$ cat src/rtl/decoder_pkg.sv
// Shared types and helpers for the sequenced one-hot decoder.
// FSM encoding plus an index-width helper that never collapses to zero bits.
package decoder_pkg;

  typedef enum logic [1:0] {
    S_IDLE  = 2'd0,
    S_SCAN  = 2'd1,
    S_DRAIN = 2'd2
  } state_t;

  // $clog2(1) is 0, which would leave the sweep index without a bit.
  function automatic int idx_width(input int n);
    return (n > 1) ? $clog2(n) : 1;
  endfunction

endpackage

$ cat src/rtl/onehot_dec.sv
// Combinational binary-to-one-hot decode; codes at or above OUT_N flag err with an all-zero vector.
// Zero latency, no flow control of its own.
module onehot_dec #(
  parameter int IN_W  = 2,
  parameter int OUT_N = 4
) (
  input  logic [IN_W-1:0]  code,
  output logic [OUT_N-1:0] onehot,
  output logic             err
);

  // One extra bit so OUT_N == 2**IN_W still fits in the comparison constant.
  localparam logic [IN_W:0] LIMIT = (IN_W + 1)'(OUT_N);

  always_comb begin
    onehot = '0;
    for (int k = 0; k < OUT_N; k++) begin
      onehot[k] = (code == IN_W'(k));
    end
    err = ({1'b0, code} >= LIMIT);
  end

endmodule

$ cat src/rtl/decoder_n_seq.sv
// Registered one-hot decoder with a walking-one scan sweep; 1-cycle latency from accept to out_valid.
// Output register holds under out_ready=0; in_ready and sweep advance both wait for a free output slot.
module decoder_n_seq
  import decoder_pkg::*;
#(
  parameter int IN_W  = 2,
  parameter int OUT_N = 4
) (
  input  logic             clk,
  input  logic             rst_n,
  input  logic             in_valid,
  output logic             in_ready,
  input  logic [IN_W-1:0]  in_sel,
  input  logic             scan_start,
  output logic             scan_busy,
  output logic             scan_done,
  output logic             out_valid,
  input  logic             out_ready,
  output logic [OUT_N-1:0] out_onehot,
  output logic             out_err
);

  localparam int               IDX_W    = idx_width(OUT_N);
  localparam logic [IDX_W-1:0] IDX_LAST = IDX_W'(OUT_N - 1);
  localparam logic [OUT_N-1:0] ONE      = OUT_N'(1);

  state_t           state;
  state_t           state_nxt;
  logic [IDX_W-1:0] idx;
  logic             slot_free;
  logic             in_acc;
  logic             scan_load;
  logic             last_hs;
  logic [OUT_N-1:0] dec_onehot;
  logic             dec_err;

  onehot_dec #(
    .IN_W  (IN_W),
    .OUT_N (OUT_N)
  ) u_dec (
    .code   (in_sel),
    .onehot (dec_onehot),
    .err    (dec_err)
  );

  assign slot_free = !out_valid || out_ready;
  assign in_acc    = in_valid && in_ready;
  assign scan_load = (state == S_SCAN) && slot_free;
  assign last_hs   = (state == S_DRAIN) && out_valid && out_ready;

  always_ff @(posedge clk or negedge rst_n) begin
    if (!rst_n) begin
      state <= S_IDLE;
    end else begin
      state <= state_nxt;
    end
  end

  always_comb begin
    state_nxt = state;
    case (state)
      S_IDLE:  if (scan_start) state_nxt = S_SCAN;
      S_SCAN:  if (scan_load && (idx == IDX_LAST)) state_nxt = S_DRAIN;
      S_DRAIN: if (last_hs) state_nxt = S_IDLE;
      default: state_nxt = S_IDLE;
    endcase
  end

  // scan_start wins over a same-cycle in_valid by closing in_ready.
  always_comb begin
    in_ready  = 1'b0;
    scan_busy = 1'b0;
    case (state)
      S_IDLE:          in_ready  = !scan_start && slot_free;
      S_SCAN, S_DRAIN: scan_busy = 1'b1;
      default: ;
    endcase
  end

  always_ff @(posedge clk or negedge rst_n) begin
    if (!rst_n) begin
      idx <= '0;
    end else if ((state == S_IDLE) && scan_start) begin
      idx <= '0;
    end else if (scan_load && (idx != IDX_LAST)) begin
      idx <= idx + IDX_W'(1);
    end
  end

  always_ff @(posedge clk or negedge rst_n) begin
    if (!rst_n) begin
      out_valid  <= 1'b0;
      out_onehot <= '0;
      out_err    <= 1'b0;
    end else if (in_acc) begin
      out_valid  <= 1'b1;
      out_onehot <= dec_onehot;
      out_err    <= dec_err;
    end else if (scan_load) begin
      out_valid  <= 1'b1;
      out_onehot <= ONE << idx;
      out_err    <= 1'b0;
    end else if (out_ready) begin
      out_valid  <= 1'b0;
    end
  end

  always_ff @(posedge clk or negedge rst_n) begin
    if (!rst_n) begin
      scan_done <= 1'b0;
    end else begin
      scan_done <= last_hs;
    end
  end

endmodule

$ cat config.mk
export PLATFORM = sky130hd
export DESIGN_NAME = decoder_n_seq
export DESIGN_NICKNAME = d
export VERILOG_FILES = /design/src/rtl/decoder_pkg.sv /design/src/rtl/onehot_dec.sv /design/src/rtl/decoder_n_seq.sv
export SDC_FILE = /design/constraint.sdc
export NUM_CORES = 1
export LEC_CHECK = 0
export ABC_AREA = 1
export CORE_MARGIN = 5
export CORE_UTILIZATION = 48
export DETAILED_ROUTE_END_ITERATION = 6
export GPL_ROUTABILITY_DRIVEN = 0
export PLACE_DENSITY_LB_ADDON = 0.1
export SETUP_SLACK_MARGIN = 0.3
export SLEW_MARGIN = 20
export SYNTH_ARGS = -nofsm -noshare
export SYNTH_HDL_FRONTEND = slang
export SYNTH_SLANG_ARGS = --single-unit
$ cat constraint.sdc
create_clock -name clk -period 1.36 [get_ports clk]
set_input_delay 0.204 -clock clk [delete_from_list [all_inputs] [get_ports clk]]
set_output_delay 0.204 -clock clk [all_outputs]
set_load 0.005 [all_outputs]
# [Yosys cells after proc, flatten, opt, wreduce, memory -nomap -nowiden]
# Cells that the tools add are included.
# Widths: inputs -> output; s select.
[op_classes] add_sub_neg=1 mul=0 div=0 magnitude_cmp=0 eq_ne=10 n_shift=1 mux=15 bitwise=0 n_reduce_logical=18
[op_table] cell="$mux 2" n=5
[op_table] cell="$eq 2x2->1 const B" n=4
[op_table] cell="$logic_and 1x1->1" n=8
[op_table] cell="$mux 4" n=2
[op_table] cell="$mux 1" n=7
[op_table] cell="$ne 2x2->1 const B" n=3
[op_table] cell="$pmux 2 s3" n=1
[op_table] cell="$eq 2x1->1 const B" n=2
[op_table] cell="$logic_not 2->1" n=2
[op_table] cell="$reduce_bool 2->1" n=2
[op_table] cell="$shl 1x2->4 const A" n=1
[op_table] cell="$reduce_and 3->1" n=1
[op_table] cell="$reduce_bool 3->1" n=1
[op_table] cell="$add 2x1->2 const B" n=1
[op_table] cell="$logic_not 1->1" n=2
[op_table] cell="$ne 2x1->1 const B" n=1
[op_table] cell="$reduce_or 2->1" n=1
[op_table] cell="$logic_or 1x1->1" n=1
[word_totals] register_bits=11 latch_bits=0 ramBits=0 rom_bits=0 inputBits=7 wordCells=51 n_memories=0

# [Logic depth before layout (Yosys ltp)]
[logic_depth] word_depth=6 ltp_mapped=9 ltp_nobuf=9

# [Modules after synthesis]
# From an unflattened synthesis, not the netlist that was laid out.
[unflattened] hier_cells=91 area_unflattened_um2=749.5
[modules_own_cells] mod="decoder_n_seq" n_inst=1 cells_each=82 area_each_um2=711.9 seq_area_each_um2=275.3
[modules_own_cells] mod="onehot_dec" n_inst=1 cells_each=9 area_each_um2=37.5 seq_area_each_um2=0.0

# [Worst setup path before layout]
# Ideal clock, no wire load.
[synth_path] path_type="register to register" startpoint="register state[0]" endpoint="register out_onehot[1]" arrival_ps=1122 required_time_ps=1243 setup_slack_ps=121 stages_incl_launch_ff=10 path_buffers=0 synth_period_minus_slack_ps=1239 path_cell_list="dfrtp_1 > inv_1 > ha_1 > inv_1 > nor2_2 > nand3_4 > nand2_4 > inv_4 > nand2_1 > nand2_1"
[synth_between] elab_chain_cells=4
[synth_rtl] element="from (decl)" line="decoder_n_seq.sv:27" source="state_t state;"
[synth_rtl] element="from (signal assigned)" line="decoder_n_seq.sv:55" source="state <= state_nxt;"
[synth_rtl] element="$logic_not 2->1" line="decoder_n_seq.sv:73" source="case (state)"
[synth_rtl] element="$mux 1" line="decoder_n_seq.sv:73"
[synth_rtl] element="$logic_and 1x1->1" line="decoder_n_seq.sv:47" source="assign in_acc = in_valid && in_ready;"
[synth_rtl] element="$mux 4 / $reduce_bool 2->1 (equally long branches)"
[synth_rtl] element="to (signal assigned)" line="decoder_n_seq.sv:97" source="out_onehot <= dec_onehot;"
[synth_rtl] element="to (signal assigned)" line="decoder_n_seq.sv:101" source="out_onehot <= ONE << idx;"
[synth_rtl] element="to (decl)" line="decoder_n_seq.sv:19" source="output logic [OUT_N-1:0] out_onehot,"
# Parallel ways exist; a longest one is shown, timed or not.
# A chain may end at the register's enable or synchronous reset.

# [Final worst setup path]
[layout_path] startpoint="register state[1]" endpoint="output in_ready"
[layout_between] elab_chain_cells=2
[layout_rtl] element="$logic_not 2->1" line="decoder_n_seq.sv:73"
[layout_rtl] element="$mux 1" line="decoder_n_seq.sv:73"
[layout_rtl] element="to (decl)" line="decoder_n_seq.sv:12" source="output logic in_ready,"
# Every way passes these cells.

==> impl_metrics.toml <==
[sta]
tns_ps = -100
rsz0062_at_grt = "yes"
slew_violations = 0
fmax_mhz = 711
finalHoldViolCount = 0
finalCritPeriodShare_pct = 103
setup_slack_ps = -45.5
fin_worst_skew_ps = 0.919
setup_viol = 5
post-route-min-period_ps = 1410

[global_routing]
grt_pass1_wl_mm = 2.66
grt_pass1_vias = 601
gr-total-overflow = 0
grt_max_degree = 11
track_usage_pct = 14.8
antenna_found_initial = 0

[cells_and_area]
drive_gt1_share_pct = 40.8
fill_cells = 121
final_common_cell = "nand2_1"
fin_area_um2 = 1070
final_cell_mix = "25 x nand2_1, 13 x buf_4, 11 x inv_1"
final_cells = 141
area_growth_pct = 47.7
diodes = 0
nNetsFinal = 142

[clock_tree]
clk_latency_ps = 280
clock-sinks = 10
cts_buffers = 3
cts_buffer_depth = 2
postCtsHoldBufs = 0
tritoncts = "done"
h-tree-depth = 1
root_buffer = "clkbuf_4"
path_clk_slew_ps = 70

[placed_design]
dpl_cell_area_um2 = 952
port_buffers = 14
dp_hpwl_mm = 1.09
dp_cells = 129

[detailed_routing]
drc = 0
dr.pass1.iters = 4
antenna_left = 0
wl_mm = 1.52
drtIter0Drc = 8
route.vias.total = 647
avgViaCountPerCell = 4.59
post_drt_wl_per_cell_um = 10.8

[floorplan]
die_w_um = 48.8
die_h_um = 48.8
fp-row-count = 14
design.core.area_um2 = 1470
initial_core_util_pct = 49.1
io_pins = 16
fp.dieArea_um2 = 2380

[synthesis]
synth_fp_nets = 108
ys_top_cells_by_area = "dfrtp_1 35%, ha_1 16%, nand2_1 15%"
yosysUniqueCellTypes = 17
synth_top_cell_area_share_pct = 34.7
synth_warnings = 0
yosys.area.top_type = "dfrtp_1"
syn_area_per_cell_um2 = 7.85
synth-seq-cells = 10
syn_area_um2 = 722
synth_cells = 92
yosysSeqAreaShare_pct = 34.7

[pwr]
powerDensity_nw_per_um2 = 2080
total_power_mw = 2.22
vdd_ir_drop_max_uv = 1100
leakage_nw = 0.571

[setup_path]
required_ps = 1160
rr_worst_depth = 11
worstPathMaxFanout = 5
critPathKind = "flop to output port"
timing.rr.start = "state[1]"
endpoint_kind = "output port"
cp.arrival_ps = 1200
crit_start = "state[1]"
startpoint_type = "flop"

[outcome]
status = "complete, but fails checks"
violations = "negative setup slack"

[flow_run]
max_cap_viol_count = 0

[hold_path]
holdCritPathClass = "primary input to async pin"
## critical path, cell delays in order (launching register included)
cell and delay [ps]:
dfrtp_1 400, inv_2 80, ha_4 140, nand2_4 50
nor2_4 120, buf_2 130
## cells in the mapped netlist
cell,n
nor2_4,1
buf_4,1
nand2_1,29
inv_2,2
nor2_1,1
inv_1,14
nand3_4,1
inv_4,1
nand2_4,3
o21ai_1,6
dfrtp_1,10
ha_1,9
o21ai_2,1
nand3_1,7
conb_1,1
nor2_2,4
a21boi_1,1
## final timing paths
kind / end / slack (ps)
worst max-delay path: in_ready / -50
worst min-delay path: out_valid / 250
worst max register to register: out_onehot[3] / -20
worst min register to register: out_onehot[0] / 470
max in group asynchronous: out_onehot[1] / 790
min in group clk: out_onehot[0] / 470
## repair_timing
action	4_1_cts	5_1_grt
endpoints found under the setup margin	17	13
pin swaps	8	2
resized for setup	43	2
setup buffers	8	0
hold endpoints to repair	0	0
## power by group
group / total [mW] / internal (mW) / switching, mW
registers: 0.499 / 0.424 / 0.0751
clock network: 0.283 / 0.163 / 0.120
logic: 1.44 / 0.727 / 0.712
total: 2.22 / 1.31 / 0.907
## final cells by class
| type | count | area (um2) | share of cell area [%] |
|---|---|---|---|
| timing repair buffer | 30 | 244 | 22.9 |
| tap | 16 | 20.0 | 1.88 |
| sequential | 10 | 250 | 23.5 |
| inverter | 17 | 68.8 | 6.46 |
| multi-input combinational | 64 | 447 | 41.9 |
| clock buffer | 4 | 36.3 | 3.40 |
## registers in the layout (all words and copies together), names as in the netlist
name	count
out_onehot	4
idx	2
state	2
out_valid	1
scan_done	1
## through the flow
step,setup WS [ps],util [%],hold slack (ps)
after detailed placement,-278,64.7,458
final,-45.5,72.4,251
after global placement,-268,64.7,454
after floorplan,176,-,-91.6
after global routing,-86.5,72.4,292
after CTS,-65.9,72.6,265
## layer usage
metal	vias up	global-route usage, %	routed length (um)
met5	-	0	0
met4	0	10.8	51
met3	5	4.59	78
met2	16	22.6	705
met1	282	17.3	681
li1	344	-	-
## logic make-up after synthesis
| logic type | count (synthesis) | synth area share [%] |
|---|---|---|
| compound gates | 8 | 6.41 |
| fa+ha+maj | 9 | 15.6 |
| buf+inv | 18 | 10.2 |
| flops | 10 | 34.7 |
| other cells | 1 | 0.519 |
| simple gates | 46 | 32.6 |
Note: power is estimated with default switching activity, not from simulation.
